==> src/rtl/aes_round_ctrl.sv <==
`default_nettype none
// aes_round_ctrl: round sequencer for the AES encrypt datapath.
// Drives stage enables, round-key index and state write; stalls on key_valid.
module aes_round_ctrl #(
  parameter int NR = 10,
  parameter int RW = 4
) (
  input  logic          clk,
  input  logic          rst,
  input  logic          in_valid,
  output logic          in_ready,
  output logic          ld_in,
  input  logic          key_valid,
  input  logic          abort,
  output logic [RW-1:0] round,
  output logic          ark_en,
  output logic          sub_en,
  output logic          shift_en,
  output logic          mix_en,
  output logic          state_we,
  output logic          busy,
  output logic          out_valid,
  input  logic          out_ready
);

  typedef enum logic [2:0] {
    S_IDLE  = 3'd0,
    S_INIT  = 3'd1,
    S_ROUND = 3'd2,
    S_FINAL = 3'd3,
    S_DONE  = 3'd4
  } state_t;

  localparam logic [RW-1:0] LAST_MID = RW'(NR - 1);
  localparam logic [RW-1:0] ROUND_NR = RW'(NR);

  state_t        state;
  state_t        state_d;
  logic [RW-1:0] round_d;

  always_ff @(posedge clk or posedge rst) begin
    if (rst) begin
      state <= S_IDLE;
      round <= '0;
    end else begin
      state <= state_d;
      round <= round_d;
    end
  end

  always_comb begin
    state_d   = state;
    round_d   = round;
    in_ready  = 1'b0;
    ark_en    = 1'b0;
    sub_en    = 1'b0;
    shift_en  = 1'b0;
    mix_en    = 1'b0;
    busy      = 1'b0;
    out_valid = 1'b0;
    case (state)
      S_IDLE: begin
        in_ready = 1'b1;
        if (in_valid) begin
          state_d = S_INIT;
          round_d = '0;
        end
      end
      S_INIT: begin
        busy   = 1'b1;
        ark_en = 1'b1;
        if (abort) begin
          state_d = S_IDLE;
          round_d = '0;
        end else if (key_valid) begin
          state_d = S_ROUND;
          round_d = RW'(1);
        end
      end
      S_ROUND: begin
        busy     = 1'b1;
        ark_en   = 1'b1;
        sub_en   = 1'b1;
        shift_en = 1'b1;
        mix_en   = 1'b1;
        if (abort) begin
          state_d = S_IDLE;
          round_d = '0;
        end else if (key_valid) begin
          round_d = round + RW'(1);
          if (round == LAST_MID) begin
            state_d = S_FINAL;
            round_d = ROUND_NR;
          end
        end
      end
      S_FINAL: begin
        busy     = 1'b1;
        ark_en   = 1'b1;
        sub_en   = 1'b1;
        shift_en = 1'b1;
        if (abort) begin
          state_d = S_IDLE;
          round_d = '0;
        end else if (key_valid) begin
          state_d = S_DONE;
        end
      end
      S_DONE: begin
        // Ciphertext is held until taken; a waiting block may be accepted in the same cycle.
        out_valid = 1'b1;
        in_ready  = out_ready;
        if (out_ready) begin
          round_d = '0;
          state_d = in_valid ? S_INIT : S_IDLE;
        end
      end
      default: begin
        state_d = S_IDLE;
        round_d = '0;
      end
    endcase
  end

  assign ld_in    = in_valid & in_ready;
  assign state_we = busy & key_valid;

endmodule
`default_nettype wire
==> config.mk <==
export PLATFORM = sky130hd
export DESIGN_NAME = aes_round_ctrl
export DESIGN_NICKNAME = d
export VERILOG_FILES = /design/src/rtl/aes_round_ctrl.sv
export SDC_FILE = /design/constraint.sdc
export NUM_CORES = 1
export LEC_CHECK = 0
export BUFFER_PORTS_ARGS = -buffer_cell sky130_fd_sc_hd__buf_2
export CAP_MARGIN = 40
export CORE_UTILIZATION = 30
export DETAILED_ROUTE_END_ITERATION = 7
export GPL_ROUTABILITY_DRIVEN = 1
export HOLD_SLACK_MARGIN = 0.06
export PLACE_DENSITY = 0.56
export SETUP_SLACK_MARGIN = 0.3
export SYNTH_ARGS = -nofsm -noshare
export SYNTH_HDL_FRONTEND = slang
export SYNTH_SLANG_ARGS = --single-unit
==> constraint.sdc <==
create_clock -name clk -period 1.5 [get_ports clk]
set_input_delay 0.3 -clock clk [delete_from_list [all_inputs] [get_ports clk]]
set_output_delay 0.3 -clock clk [all_outputs]
set_load 0.05 [all_outputs]
-- Word level (Yosys, flattened, before mapping)
Cells that the tools add are included.
- register bits after elaboration: 7
- bits of input ports: 6
- word-level logic and storage cells: 47
- add/sub/neg operators: 1
- equal/unequal tests: 12
- muxes and demuxes: 25
- bitwise logic cells: 2
- reductions and logical operators: 5
- operators with widths (operator ; number):
    4-bit two-way mux ; 8
    3-bit two-way mux ; 9
    4-bit case mux with 5 select lines ; 1
    3-bit case mux with 5 select lines ; 1
    3-bit inequality test, second input constant ; 4
    3-bit by 2-bit equality test with 1-bit output, second input constant ; 2
    2-bit inequality test, second input constant ; 3
    6-bit AND reduction ; 1
    1-bit two-way mux ; 5
    5-bit AND reduction ; 1
    4-bit by 1-bit adder with 4-bit output, second input constant ; 1
    4-bit equality test, second input constant ; 1
    3-bit by 1-bit equality test with 1-bit output, second input constant ; 1
    3-bit equality test, second input constant ; 1
    3-bit zero test ; 1
    3-bit OR reduction ; 1
    1-bit bitwise AND ; 2
    1-bit case mux with 2 select lines ; 1
    2-bit OR reduction ; 1

-- Logic depth before layout (Yosys ltp)
- depth in word-level cells: 5
- depth in mapped cells: 6
- depth with buffers taken out: 6

-- Least setup slack after synthesis
No wires, ideal clock.
- kind: reg-to-output
- start: register state[0]
- end: output port ld_in
- arrival: 1.988 ns
- required time: 1.200 ns
- setup slack: -0.788 ns
- cell stages (with the launch flop): 4
- cell sequence: dfrtp_1 buf_2 or2_2 nor3_1
- word-level cells in the longest chain between the ends: 3
- elaborated cells between the ends (all ways): 4
- classes of those cells: 1 x eq/ne; 1 x mux; 1 x bitwise; 1 x reduce/logical
- RTL lines (what ; RTL line ; source):
    start: declaration ; 37 ; state_t state;
    start signal: assignment ; 46 ; state <= state_d;
    3-bit equality test or 3-bit zero test (tied branches) ; 61 ; case (state)
    1-bit case mux with 2 select lines * ; 61 ;
    1-bit bitwise AND * ; 125 ; assign ld_in = in_valid & in_ready;
    end: declaration ; 12 ; output logic ld_in,
Every way passes the cells marked *; elsewhere a longest branch is shown, timed or not.

-- Worst setup path after layout
Same ends and word-level chain as after synthesis.

==> flow_summary.toml <==
[status]
status = "finished with violations"
failed_checks = "negative setup slack"

[drt]
wl_per_cell_um = 13.5
route.detailed.drc = 0
detail_route.iter0.violations = 16
routed_via_density = 4.98
num_vias = 682
detail-route-antenna-nets = 0
route.final.wire_length_mm = 1.86
detail_route.first_pass.iterations = 5

[cts]
clk_latency_ns = 0.26
clkSlewWorstSetupHoldPaths_ns = 0.06
clock_tree_from_tritoncts = "yes"
cts_inserted_buffers = 3
htree_levels = 1
ctsRootBufferMaster = "sky130_fd_sc_hd__clkbuf_4"
ctsLongestPathBuffers = 2
cts_num_sinks = 7

[timing]
max-slew-margin-rel = 0.799
setup_slack_ns = -0.0705
final_max_slew_viol_count = 0
fin_crit_sh = 1.05
finalClockSkew_ns = 0.00248
hold-worst-slack_ns = 0.451
grt_setup_unrepaired = "yes"
final.min_clock_period_ns = 1.57
tightest_slew_ns = 0.301
finalSetupViolations = 3
max_freq_mhz = 637
final_hold_viol_count = 0

[pwr]
irDropWorstVdd_mv = 1.06
power_leakage_nw = 0.529
power.density_nw_per_um2 = 1950
total_power_of_the_final_layout_mw = 2.33

[placed_design]
buffer_ports.inserted = 18
dp_wirelength_mm = 1.14
final_replace_weighted_congestion = 0.799

[global_routing]
antenna_found_initial = 0
grt_remaining_overflow = 0
grt_max_degree = 9
first_global_vias = 617
first_pass_grt_wire_length_mm = 2.73
grt_use_total = 0.179

[setup_path]
critPathCaptureType = "output port"
cp_max_fo = 5
r2r_cells = 6
cp_data_required_time_ns = 1.20
arrival_ns = 1.27
path_class = "reg2out"
setup.worst_path.start_class = "flip-flop"

[synthesis]
synth_top_area_frac = 0.278
synth.mux.area_fraction = 0
yosys.area_share.adder = 0.0398
synth-compound-area-share = 0.233
cell_taking_the_most_area_after_synthesis = "sky130_fd_sc_hd__dfrtp_1"
synth_area_leaders = "sky130_fd_sc_hd__dfrtp_1, sky130_fd_sc_hd__nor2_1, sky130_fd_sc_hd__inv_1"
syn_nets = 82
synth_top_flop_cell = "sky130_fd_sc_hd__dfrtp_1"
main_combinational_cell_family_by_area_after_synthesis = "simple AND/OR/NAND/NOR gates"
synth-warning-count = 0
synth_xor_xnor_area_share = 0.0139
netlist_top_cells_count = "sky130_fd_sc_hd__nor2_1, sky130_fd_sc_hd__dfrtp_1, sky130_fd_sc_hd__inv_1"
netlist_instances = 74
post_synth_instance_area_um2 = 629
post_synth_edffs = 0
synthDistinctLibCells = 35
synth.avg_cell_area_um2 = 8.50
synth_simple_gate_area_share = 0.336
synthArstFlopShare = 1.00
ys_seq_area_frac = 0.278
post-synth-top-count-cell = "sky130_fd_sc_hd__nor2_1"
synthesis_stage_register_bit_count = 7

[cells_and_area]
areaGrowthSynthToFinish_pct = 90.3
layout.nets = 119
num_antenna_cells = 0
fill_cell_total_of_the_finished_layout = 178
layout-drive-gt1-share = 0.691

[min_path]
worst_hold_path.num_cells = 4
hold_path.class = "in2reg"

[floorplanning]
die_area_um2 = 2280
ios = 19
effective_utilization_at_floorplan = 0.321
core_um2 = 1960
die_x_extent_um = 47.8
chipHeight_um = 47.8
number_of_cell_rows = 16

[run]
max_cap_violations = 0
worst max-delay path, stage by stage, from the launching register on:
cell and delay, ns:
sky130_fd_sc_hd__dfrtp_2 0.46, sky130_fd_sc_hd__or2_4 0.26, sky130_fd_sc_hd__nor3_4 0.11, sky130_fd_sc_hd__buf_6 0.17
cells in the final DEF, fill, tap and decap left out, types with 2 or more instances in the layout:
| cell type | count |
|---|---|
| sky130_fd_sc_hd__buf_2 | 5 |
| sky130_fd_sc_hd__nor2_1 | 3 |
| sky130_fd_sc_hd__o21ai_2 | 2 |
| sky130_fd_sc_hd__dfrtp_2 | 7 |
| sky130_fd_sc_hd__clkbuf_4 | 3 |
| sky130_fd_sc_hd__nor2b_4 | 3 |
| sky130_fd_sc_hd__buf_6 | 18 |
| sky130_fd_sc_hd__o21ai_1 | 3 |
| sky130_fd_sc_hd__buf_4 | 7 |
| sky130_fd_sc_hd__nor3_4 | 2 |
| sky130_fd_sc_hd__buf_8 | 5 |
| sky130_fd_sc_hd__a31oi_1 | 2 |
| sky130_fd_sc_hd__a21o_1 | 3 |
| sky130_fd_sc_hd__nand4b_1 | 2 |
| sky130_fd_sc_hd__inv_1 | 5 |
| sky130_fd_sc_hd__nor2_4 | 4 |
| sky130_fd_sc_hd__or2_4 | 2 |
| sky130_fd_sc_hd__nand2b_4 | 3 |
registers in the layout, summed over array words and instances (netlist names):
name   count
round      4
state      3
stage by stage:
stage	cells	util	area, um2	setup TNS (ns)	worst slack (ns)
floorplan	74	-	729	-0.153	-0.0945
finish	137	0.610	1200	-0.152	-0.0705
detailed placement	120	0.429	842	-0.00737	-0.00737
global placement	120	0.429	842	0	0.00849
CTS	135	0.571	1120	-0.161	-0.0796
global route	137	0.610	1200	-0.464	-0.113
timing repair:
item / CTS / global route
resized for setup: 46 / 16
endpoints found under the setup margin: 19 / 20
buffers inserted: 10 / 2
endpoints found under the hold margin: 7 / 0
pin swaps: 12 / 11
hold buffers: 1 / 0
cloned: 0 / 0
path summary, 6_finish.rpt:
check,startpoint,endpoint,slack (ns)
setup / recovery,state[0]$_DFFE_PP0P_,ld_in,-0.07
hold / removal,abort,state[2]$_DFFE_PP0P_,0.45
setup reg to reg,state[0]$_DFFE_PP0P_,round[2]$_DFFE_PP0P_,0.05
hold reg to reg,round[3]$_DFFE_PP0P_,round[3]$_DFFE_PP0P_,0.55
max in group asynchronous,rst,state[2]$_DFFE_PP0P_,0.73
min in group asynchronous,rst,round[0]$_DFFE_PP0P_,0.52
kinds of logic after synthesis:
| group | count (synthesis) |
|---|---|
| compound gates | 20 |
| xor+xnor | 1 |
| simple gates | 32 |
| fa+ha+maj | 2 |
| buf+inv | 12 |
| flops | 7 |
metal layers:
layer,track usage,wire [um],up-vias,share of wire
met3,0.0566,54,4,0.029
met4,0.0833,31,0,0.017
met5,0,0,-,0
li1,-,-,332,-
met1,0.224,835,331,0.45
met2,0.278,933,15,0.50
area by class of cell:
class | count | area (um2) | area share
Inverter | 7 | 30.0 | 0.0251
Timing Repair Buffer | 37 | 385 | 0.322
Multi-Input combinational cell | 55 | 538 | 0.449
Sequential cell | 7 | 184 | 0.154
Tap cell | 27 | 33.8 | 0.0282
Clock buffer | 4 | 26.3 | 0.0219
power breakdown:
group          leakage, nW  switching (mW)  internal, mW
Sequential          0.0833          0.0906         0.240
Clock               0.0150          0.0810         0.102
Combinational        0.431           0.955         0.865
Total                0.529            1.13          1.21
Power figures use the tool's default switching activity.
